==> src/rtl/fetch_sequencer.sv <==
// fetch_sequencer: drives one-at-a-time instruction fetches over a req/gnt/rvalid
// memory handshake. Returned words and their PCs are buffered in a small FIFO
// for decode. A redirect flushes the FIFO and squashes any in-flight response.
`timescale 1ns/1ps
module fetch_sequencer #(
    parameter int unsigned     XLEN     = 32,
    parameter logic [XLEN-1:0] RESET_PC = '0,
    parameter int unsigned     QDEPTH   = 2
) (
    input  logic            clock,
    input  logic            reset,
    input  logic            redirect_valid,
    input  logic [XLEN-1:0] redirect_pc,
    output logic            mem_req,
    output logic [XLEN-1:0] mem_addr,
    input  logic            mem_gnt,
    input  logic            mem_rvalid,
    input  logic [XLEN-1:0] mem_rdata,
    output logic            if_valid,
    output logic [XLEN-1:0] if_instr,
    output logic [XLEN-1:0] if_pc,
    input  logic            if_ready
);

    localparam int unsigned PW = (QDEPTH > 1) ? $clog2(QDEPTH) : 1;
    localparam int unsigned CW = PW + 1;

    typedef enum logic [1:0] {
        S_IDLE,
        S_REQ,
        S_WAIT
    } state_t;

    state_t          r_state;
    logic [XLEN-1:0] r_fetch_pc;
    logic [XLEN-1:0] r_req_pc;
    logic [XLEN-1:0] r_mem_addr;
    logic            r_mem_req;
    logic            r_squash;

    logic [XLEN-1:0] r_q_instr [QDEPTH];
    logic [XLEN-1:0] r_q_pc    [QDEPTH];
    logic [PW-1:0]   r_wptr;
    logic [PW-1:0]   r_rptr;
    logic [CW-1:0]   r_count;

    logic [XLEN-1:0] w_redir_pc;
    logic            w_pop;
    logic            w_push;
    logic [CW-1:0]   w_count_nxt;
    logic            w_space_now;
    logic            w_space_after;

    assign w_redir_pc    = redirect_pc & ~XLEN'(3);
    // A redirect drops any pop or push in the same cycle.
    assign w_pop         = (r_count != '0) && if_ready && !redirect_valid;
    assign w_push        = (r_state == S_WAIT) && mem_rvalid && !r_squash && !redirect_valid;
    assign w_count_nxt   = r_count + CW'(w_push) - CW'(w_pop);
    assign w_space_now   = r_count < CW'(QDEPTH);
    assign w_space_after = w_count_nxt < CW'(QDEPTH);

    assign mem_req  = r_mem_req;
    assign mem_addr = r_mem_addr;
    assign if_valid = (r_count != '0);
    assign if_instr = r_q_instr[r_rptr];
    assign if_pc    = r_q_pc[r_rptr];

    // Fetch FSM: request issue, grant tracking, redirect/squash handling.
    always_ff @(posedge clock or posedge reset) begin
        if (reset) begin
            r_state    <= S_IDLE;
            r_fetch_pc <= RESET_PC;
            r_req_pc   <= '0;
            r_mem_addr <= RESET_PC;
            r_mem_req  <= 1'b0;
            r_squash   <= 1'b0;
        end else begin
            case (r_state)
                S_IDLE: begin
                    if (redirect_valid) begin
                        r_fetch_pc <= w_redir_pc;
                        r_mem_addr <= w_redir_pc;
                        r_mem_req  <= 1'b1;
                        r_state    <= S_REQ;
                    end else if (w_space_now) begin
                        r_mem_addr <= r_fetch_pc;
                        r_mem_req  <= 1'b1;
                        r_state    <= S_REQ;
                    end
                end
                S_REQ: begin
                    // mem_addr is never touched here, so it stays stable until grant
                    // even when a redirect retargets fetch_pc underneath it.
                    if (mem_gnt) begin
                        r_mem_req <= 1'b0;
                        r_req_pc  <= r_mem_addr;
                        r_state   <= S_WAIT;
                        if (redirect_valid) begin
                            r_squash   <= 1'b1;
                            r_fetch_pc <= w_redir_pc;
                        end else if (!r_squash) begin
                            r_fetch_pc <= r_fetch_pc + XLEN'(4);
                        end
                    end else if (redirect_valid) begin
                        r_squash   <= 1'b1;
                        r_fetch_pc <= w_redir_pc;
                    end
                end
                S_WAIT: begin
                    if (mem_rvalid) begin
                        r_squash <= 1'b0;
                        if (redirect_valid) begin
                            r_fetch_pc <= w_redir_pc;
                            r_mem_addr <= w_redir_pc;
                            r_mem_req  <= 1'b1;
                            r_state    <= S_REQ;
                        end else if (w_space_after) begin
                            r_mem_addr <= r_fetch_pc;
                            r_mem_req  <= 1'b1;
                            r_state    <= S_REQ;
                        end else begin
                            r_state <= S_IDLE;
                        end
                    end else if (redirect_valid) begin
                        r_squash   <= 1'b1;
                        r_fetch_pc <= w_redir_pc;
                    end
                end
                default: begin
                    r_mem_req <= 1'b0;
                    r_state   <= S_IDLE;
                end
            endcase
        end
    end

    // Instruction FIFO: push returned words, pop on decode handshake, flush on redirect.
    always_ff @(posedge clock or posedge reset) begin
        if (reset) begin
            r_wptr  <= '0;
            r_rptr  <= '0;
            r_count <= '0;
            for (int unsigned i = 0; i < QDEPTH; i++) begin
                r_q_instr[i] <= '0;
                r_q_pc[i]    <= '0;
            end
        end else if (redirect_valid) begin
            r_wptr  <= '0;
            r_rptr  <= '0;
            r_count <= '0;
        end else begin
            if (w_push) begin
                r_q_instr[r_wptr] <= mem_rdata;
                r_q_pc[r_wptr]    <= r_req_pc;
                r_wptr            <= r_wptr + PW'(1);
            end
            if (w_pop) begin
                r_rptr <= r_rptr + PW'(1);
            end
            r_count <= w_count_nxt;
        end
    end

endmodule

==> config.mk <==
export PLATFORM = sky130hd
export DESIGN_NAME = fetch_sequencer
export DESIGN_NICKNAME = d
export VERILOG_FILES = /design/src/rtl/fetch_sequencer.sv
export SDC_FILE = /design/constraint.sdc
export NUM_CORES = 1
export LEC_CHECK = 0
export CORE_MARGIN = 5
export CORE_UTILIZATION = 28
export DETAILED_ROUTE_END_ITERATION = 8
export PLACE_DENSITY_LB_ADDON = 0.2
export RECOVER_POWER = 100
export SLEW_MARGIN = 0
export SYNTH_ARGS = -nofsm -noshare
export SYNTH_HDL_FRONTEND = slang
export SYNTH_SLANG_ARGS = --single-unit
==> constraint.sdc <==
create_clock -name clock -period 20.3 [get_ports clock]
set_input_delay 5.075 -clock clock [delete_from_list [all_inputs] [get_ports clock]]
set_output_delay 5.075 -clock clock [all_outputs]
set_load 0.01 [all_outputs]
# After elaboration in Yosys (flattened, before gate mapping)
# Index checks and enable logic that the tools add are counted.
# W data, S select, Z words.
dict set report word_totals {
  memories 0
  ff_bits 232
  in_bits 70
  mem_bits_rw 0
  elab_cells 98
  latchBits 0
  output_inout_bits 98
  mem_bits_ro 0
}
dict set report op_classes {
  n_reduce_logical 22
  n_eq_ne 7
  order_cmp 5
  multipliers 0
  addsub 5
  n_shift 0
  div_mod_pow 0
  n_mux 43
  n_bitwise 3
}
# operator count
set ops {}
lappend ops {{$mux W32} 16}
lappend ops {{$bwmux W64} 2}
lappend ops {{$pmux W32 S2} 2}
lappend ops {{$add A32 B3 Y32 const B} 1}
lappend ops {{$demux W32 S1} 1}
lappend ops {{$mux W1} 14}
lappend ops {{$reduce_bool A2 Y1} 6}
lappend ops {{$mux W2} 5}
lappend ops {{$reduce_and A4 Y1} 2}
lappend ops {{$logic_and A1 B1 Y1} 6}
lappend ops {{$ne A3 B3 Y1 const B} 2}
lappend ops {{$pmux W2 S3} 1}
lappend ops {{$reduce_and A2 Y1} 3}
lappend ops {{$ge A2 B2 Y1 const B} 2}
lappend ops {{$lt A2 B2 Y1 const B} 2}
lappend ops {{$ne A2 B2 Y1 const B} 2}
lappend ops {{$ne A4 B4 Y1 const B} 1}
lappend ops {{$not A1 Y2} 2}
lappend ops {{$pmux W1 S3} 1}
lappend ops {{$reduce_and A3 Y1} 1}
lappend ops {{$add A1 B1 Y1 const B} 2}
lappend ops {{$add A2 B1 Y2} 1}
lappend ops {{$eq A2 B1 Y1 const B} 1}
lappend ops {{$eq A2 B2 Y1 const B} 1}
lappend ops {{other kinds (7)} 8}

# Longest topological paths before layout
dict set report depth {
  ltp_word 11
  ltp_mapped 15
  mapped_depth_nobuf 13
}

# Worst setup path after synthesis
# No wires, ideal clock.
dict set report synth_timing {
  path_type {input port to flip-flop}
  from {input port redirect_valid}
  to {register r_mem_addr[0], in the netlist mem_addr[0]}
  setup_time_ps 83
  slack_ps 12587
  t_arrival_ps 7630
  n_path_buf 5
  cell_stages 14
  t_required_ps 20217
  cell_sequence {clkbuf_1 > clkbuf_1 > buf_1 > nor2_1 > ha_1 > inv_1 > ha_1 > xnor3_1 > nor3b_1 > or3_1 > clkbuf_1 > clkbuf_1 > nand2_1 > o21ai_0}
}
dict set report synth_between {
  elab_chain_len 7
  word_cells_on_any_way 13
  classes_between {add/sub (2); order compare (1); eq/ne (2); mux (4); reduce/logical (4)}
}
# item line
set synth_lines {}
lappend synth_lines {{start, declared} 12} ;# input logic redirect_valid,
lappend synth_lines {{$logic_not A1 Y1} {56, 57}}
lappend synth_lines {{$logic_and A1 B1 Y1} 57} ;# assign w_push = (r_state == S_WAIT) && mem_rvalid && !r_squash && !redirect_valid;
lappend synth_lines {{$add A2 B1 Y2} 58} ;# assign w_count_nxt = r_count + CW'(w_push) - CW'(w_pop);
lappend synth_lines {{$sub A2 B1 Y2} 58}
lappend synth_lines {{$lt A2 B2 Y1} 60} ;# assign w_space_after = w_count_nxt < CW'(QDEPTH);
lappend synth_lines {{$ne A3 B3 Y1 (no source line)} -}
lappend synth_lines {{$reduce_and A4 Y1 (no source line)} -}
lappend synth_lines {{end signal, assigned} 82} ;# r_mem_addr <= w_redir_pc;
lappend synth_lines {{end signal, assigned} 86} ;# r_mem_addr <= r_fetch_pc;
lappend synth_lines {{end signal, assigned} 114} ;# r_mem_addr <= w_redir_pc;
lappend synth_lines {{end, declared} 37} ;# logic [XLEN-1:0] r_mem_addr;
# Several ways; a longest one is shown, not always the timed one. The select of a mux whose other input is x is not followed.
# A chain may end at the register's enable or synchronous reset.

==> reports/qor.csv <==
metric,value,unit
first-pass GRT wire length,44200,um
final hold viol count,0,
Setup Viol. Count Final,0,
register area,0.00581,sq mm
RR Startpoint,r_state[0],
CTS tree,yes,
final period utilization,0.587,
final cell count without fillers,1544,
row count,71,
H-tree depth,1,
TritonCTS Buffers,28,
final WL,27700,um
Worst EP required,19700,ps
Synth warnings,0,
"Slowest-stage cell, CP",clkbuf_1,
PwrDens,127,mW/mm^2
Synth area leader,dfrtp_1,
IO Port Bufs,165,
routed len/inst,17.9,um
Worst Path Arrival,11310,ps
leakage power,6.31,nW
Placement Setup Slack,11760,ps
VDD IR max,0.0000628,V
grt met3 use,0.0258,
CTS root buf,clkbuf_16,
share of the synthesized area in the top cell type,0.546,
worst-margin pin slew,4730,ps
WHS Path Cells,1,
largest family of logic cells by synthesized area,multiplexers,
DRC Markers,0,
RR Endpoint,r_q_pc[59],
synthesized area per cell,12.4,sq um
Final Skew,18.0,ps
Worst path top cell family by delay,buffers and inverters,
fraction of registers with async set or reset after synthesis,1.00,
Tmin final,11910,ps
Setup crit end,r_rptr,
nets@finish,1090,
clock latency on the worst-skew pair,550,ps
Worst Path Buf+Inv,3,
Clock Sinks,232,
Horiz. Die Dim,205,um
Initial DRC Count,261,
critical path class,primary input to async pin,
post-synthesis cell type count,52,
via count,7224,
Post-CTS Resized,0,
Inst Count DP,1493,
met2 Track Usage GR,0.216,
vias in the first global route,7577,
setup bufs post-CTS,0,
Syn Inst Count,861,
Critical Path Start,reset,
worst setup margin,8390,ps
maxcap violations,10,
Slew headroom,-2.17,
setup_tns,0,ps
post-synthesis simple-gate area fraction,0.0821,
Initial Util,0.283,
Synth Register Bits,232,
die area,0.0420,sq mm
share of cells above drive strength 1,0.266,
CP endpoint kind,async pin,
area of the multi-input gates,0.00459,sq mm
cts hold-fix bufs,0,
CP Launch Type,primary input,
met1 GRT Util,0.181,
Compound-Gate Fraction of Synth Area,0.0688,
core footprint,0.0376,sq mm
xor/xnor share of the synthesized area,0.00377,
DP Area,0.0128,sq mm
post-DP HPWL,18000,um
Routed Antenna Nets,0,
worst min-delay path class,flip-flop to flip-flop,
gr ovfl total,0,
Worst Reg2Reg Path Length in Cells,8,
Clock Pin Slew Worst Setup and Hold Paths,60,ps
R2R Setup Slk,14850,ps
crit-path max FO,104,
initial antenna violation count,1,
failing checks,"max-capacitance violations, max-slew violations",
# fillers,3722,
fmax,84.0,MHz
multiplexer share of the synthesized area,0.267,
status,finished with violations,
ANT cells,0,
syn nets,939,
GRT busiest layer,met2,
worst-path cell chain,dlygate4sd3_1 -> clkinvlp_2 -> clkbuf_1,
Post-Synth Adder-Cell Area,0.00941,
Final Wtd Congestion,0.735,
Most used DFF post-synth,dfrtp_1,
post-synthesis cell area,0.0106,sq mm
first-pass detailed-route iteration total,4,
fin. max-slew vios,596,
vias per cell,4.68,
delay of the slowest cell on the worst path,2980,ps
number of synthesized flops with an enable pin,0,
CTS Buffer Depth,3,
Chip Height,205,um
GRT Total Usage,0.132,
sequential fraction of the synthesis area,0.546,
Crit path depth,3,
RSZ-0062 raised after global routing,false,
Area contributors post-synth,"dfrtp_1, mux2_2, mux2i_1",
largest net degree at the start of global routing,105,
final instance area,0.0137,sq mm
IO Count,168,
Layout area overhead,28.9,%
## layer usage
layer	wire length (um)	vias to the layer above
met5	13	-
met4	384	2
met3	1250	32
met2	13200	124
met1	12800	3641
li1	-	3425
## power breakdown
group | switching, W | leakage [nW] | total (W) | internal (W)
sequential | 0.000111 | 3.03 | 0.000707 | 0.000596
combinational | 0.000252 | 2.83 | 0.000526 | 0.000275
clock | 0.000198 | 0.458 | 0.000512 | 0.000314
## final cells by class
cell class              instances  area share
clock buffers                  41      0.0591
flip-flops and latches        232       0.424
clock inverters                10     0.00976
inverters                      11     0.00310
well taps                     511      0.0466
repair buffers                174       0.123
multi-input cells             565       0.335
## synthesized netlist by cell type, types with 2 or more instances
| master | count |
|---|---|
| a21boi_0 | 3 |
| a21oi_1 | 26 |
| a22o_1 | 3 |
| a22oi_1 | 2 |
| a2bb2oi_1 | 3 |
| a31oi_1 | 4 |
| and2_1 | 3 |
| and3_1 | 8 |
| and4_1 | 4 |
| buf_1 | 6 |
| buf_2 | 2 |
| clkbuf_1 | 42 |
| clkbuf_2 | 3 |
| dfrtp_1 | 232 |
| ha_1 | 8 |
| inv_1 | 10 |
| mux2_2 | 227 |
| mux2i_1 | 28 |
| nand2_1 | 64 |
| nand2b_1 | 2 |
| nand3_1 | 29 |
| nand4_1 | 7 |
| nor2_1 | 19 |
| nor2b_1 | 10 |
| nor3_1 | 7 |
| nor4_1 | 5 |
| o21ai_0 | 55 |
| o22a_1 | 2 |
| o22ai_1 | 15 |
| o31ai_1 | 3 |
| or2_2 | 4 |
| or3_1 | 3 |
| or4_1 | 3 |
## worst min-delay path by stage
stage | from | to | slack [ps]
after floorplan | r_fetch_pc[0] | r_fetch_pc[0] | 450
after global placement | r_fetch_pc[0] | r_fetch_pc[0] | 470
after detailed placement | r_fetch_pc[0] | r_fetch_pc[0] | 470
after CTS | r_fetch_pc[0] | r_fetch_pc[0] | 490
after global routing | r_q_pc[5] | r_q_pc[5] | 510
final | r_fetch_pc[1] | r_fetch_pc[1] | 490
## per-stage QoR
stage	util	hold slack, ps	power (W)
2_1_floorplan	-	454	0.00101
3_5_place_dp	0.341	472	0.00128
5_1_grt	0.365	513	0.00187
3_3_place_gp	0.341	470	0.00127
4_1_cts	0.367	490	0.00181
6_report	0.365	486	0.00174
## cells by family after synthesis
family / count (synthesis)
adders and majority gates: 8
and+or+nand+nor: 174
DFF: 232
buffers and inverters: 64
AOI/OAI and AO/OA: 125
muxes: 255
xor gates and xnor gates: 3
## flip-flops by register name, indices dropped and copies added, names as in the netlist, 2 cells and up
name        count
r_req_pc       32
r_count         2
r_fetch_pc     32
r_q_pc         64
r_q_instr      64
mem_addr       32
r_state         2
## layout by cell type (no fill, tap or decap), types with 4 or more instances in the layout
cell and instances:
nand2_1 64, a31oi_1 4, o21ai_0 55, clkinv_2 4, or2_2 4, o22ai_1 15
clkdlybuf4s50_1 71, clkbuf_8 4, clkbuf_1 17, mux2i_1 28, a21oi_1 26, and4_1 4
nor4_1 5, and3_1 8, inv_1 10, nand3_1 28, ha_1 8, dlygate4sd3_1 93
mux2_2 221, dfrtp_1 231, nor2_1 19, mux2_1 6, nand4_1 7, nor2b_1 10
clkbuf_16 29, nor3_1 7
No activity file was read; power rests on OpenSTA's default activity.
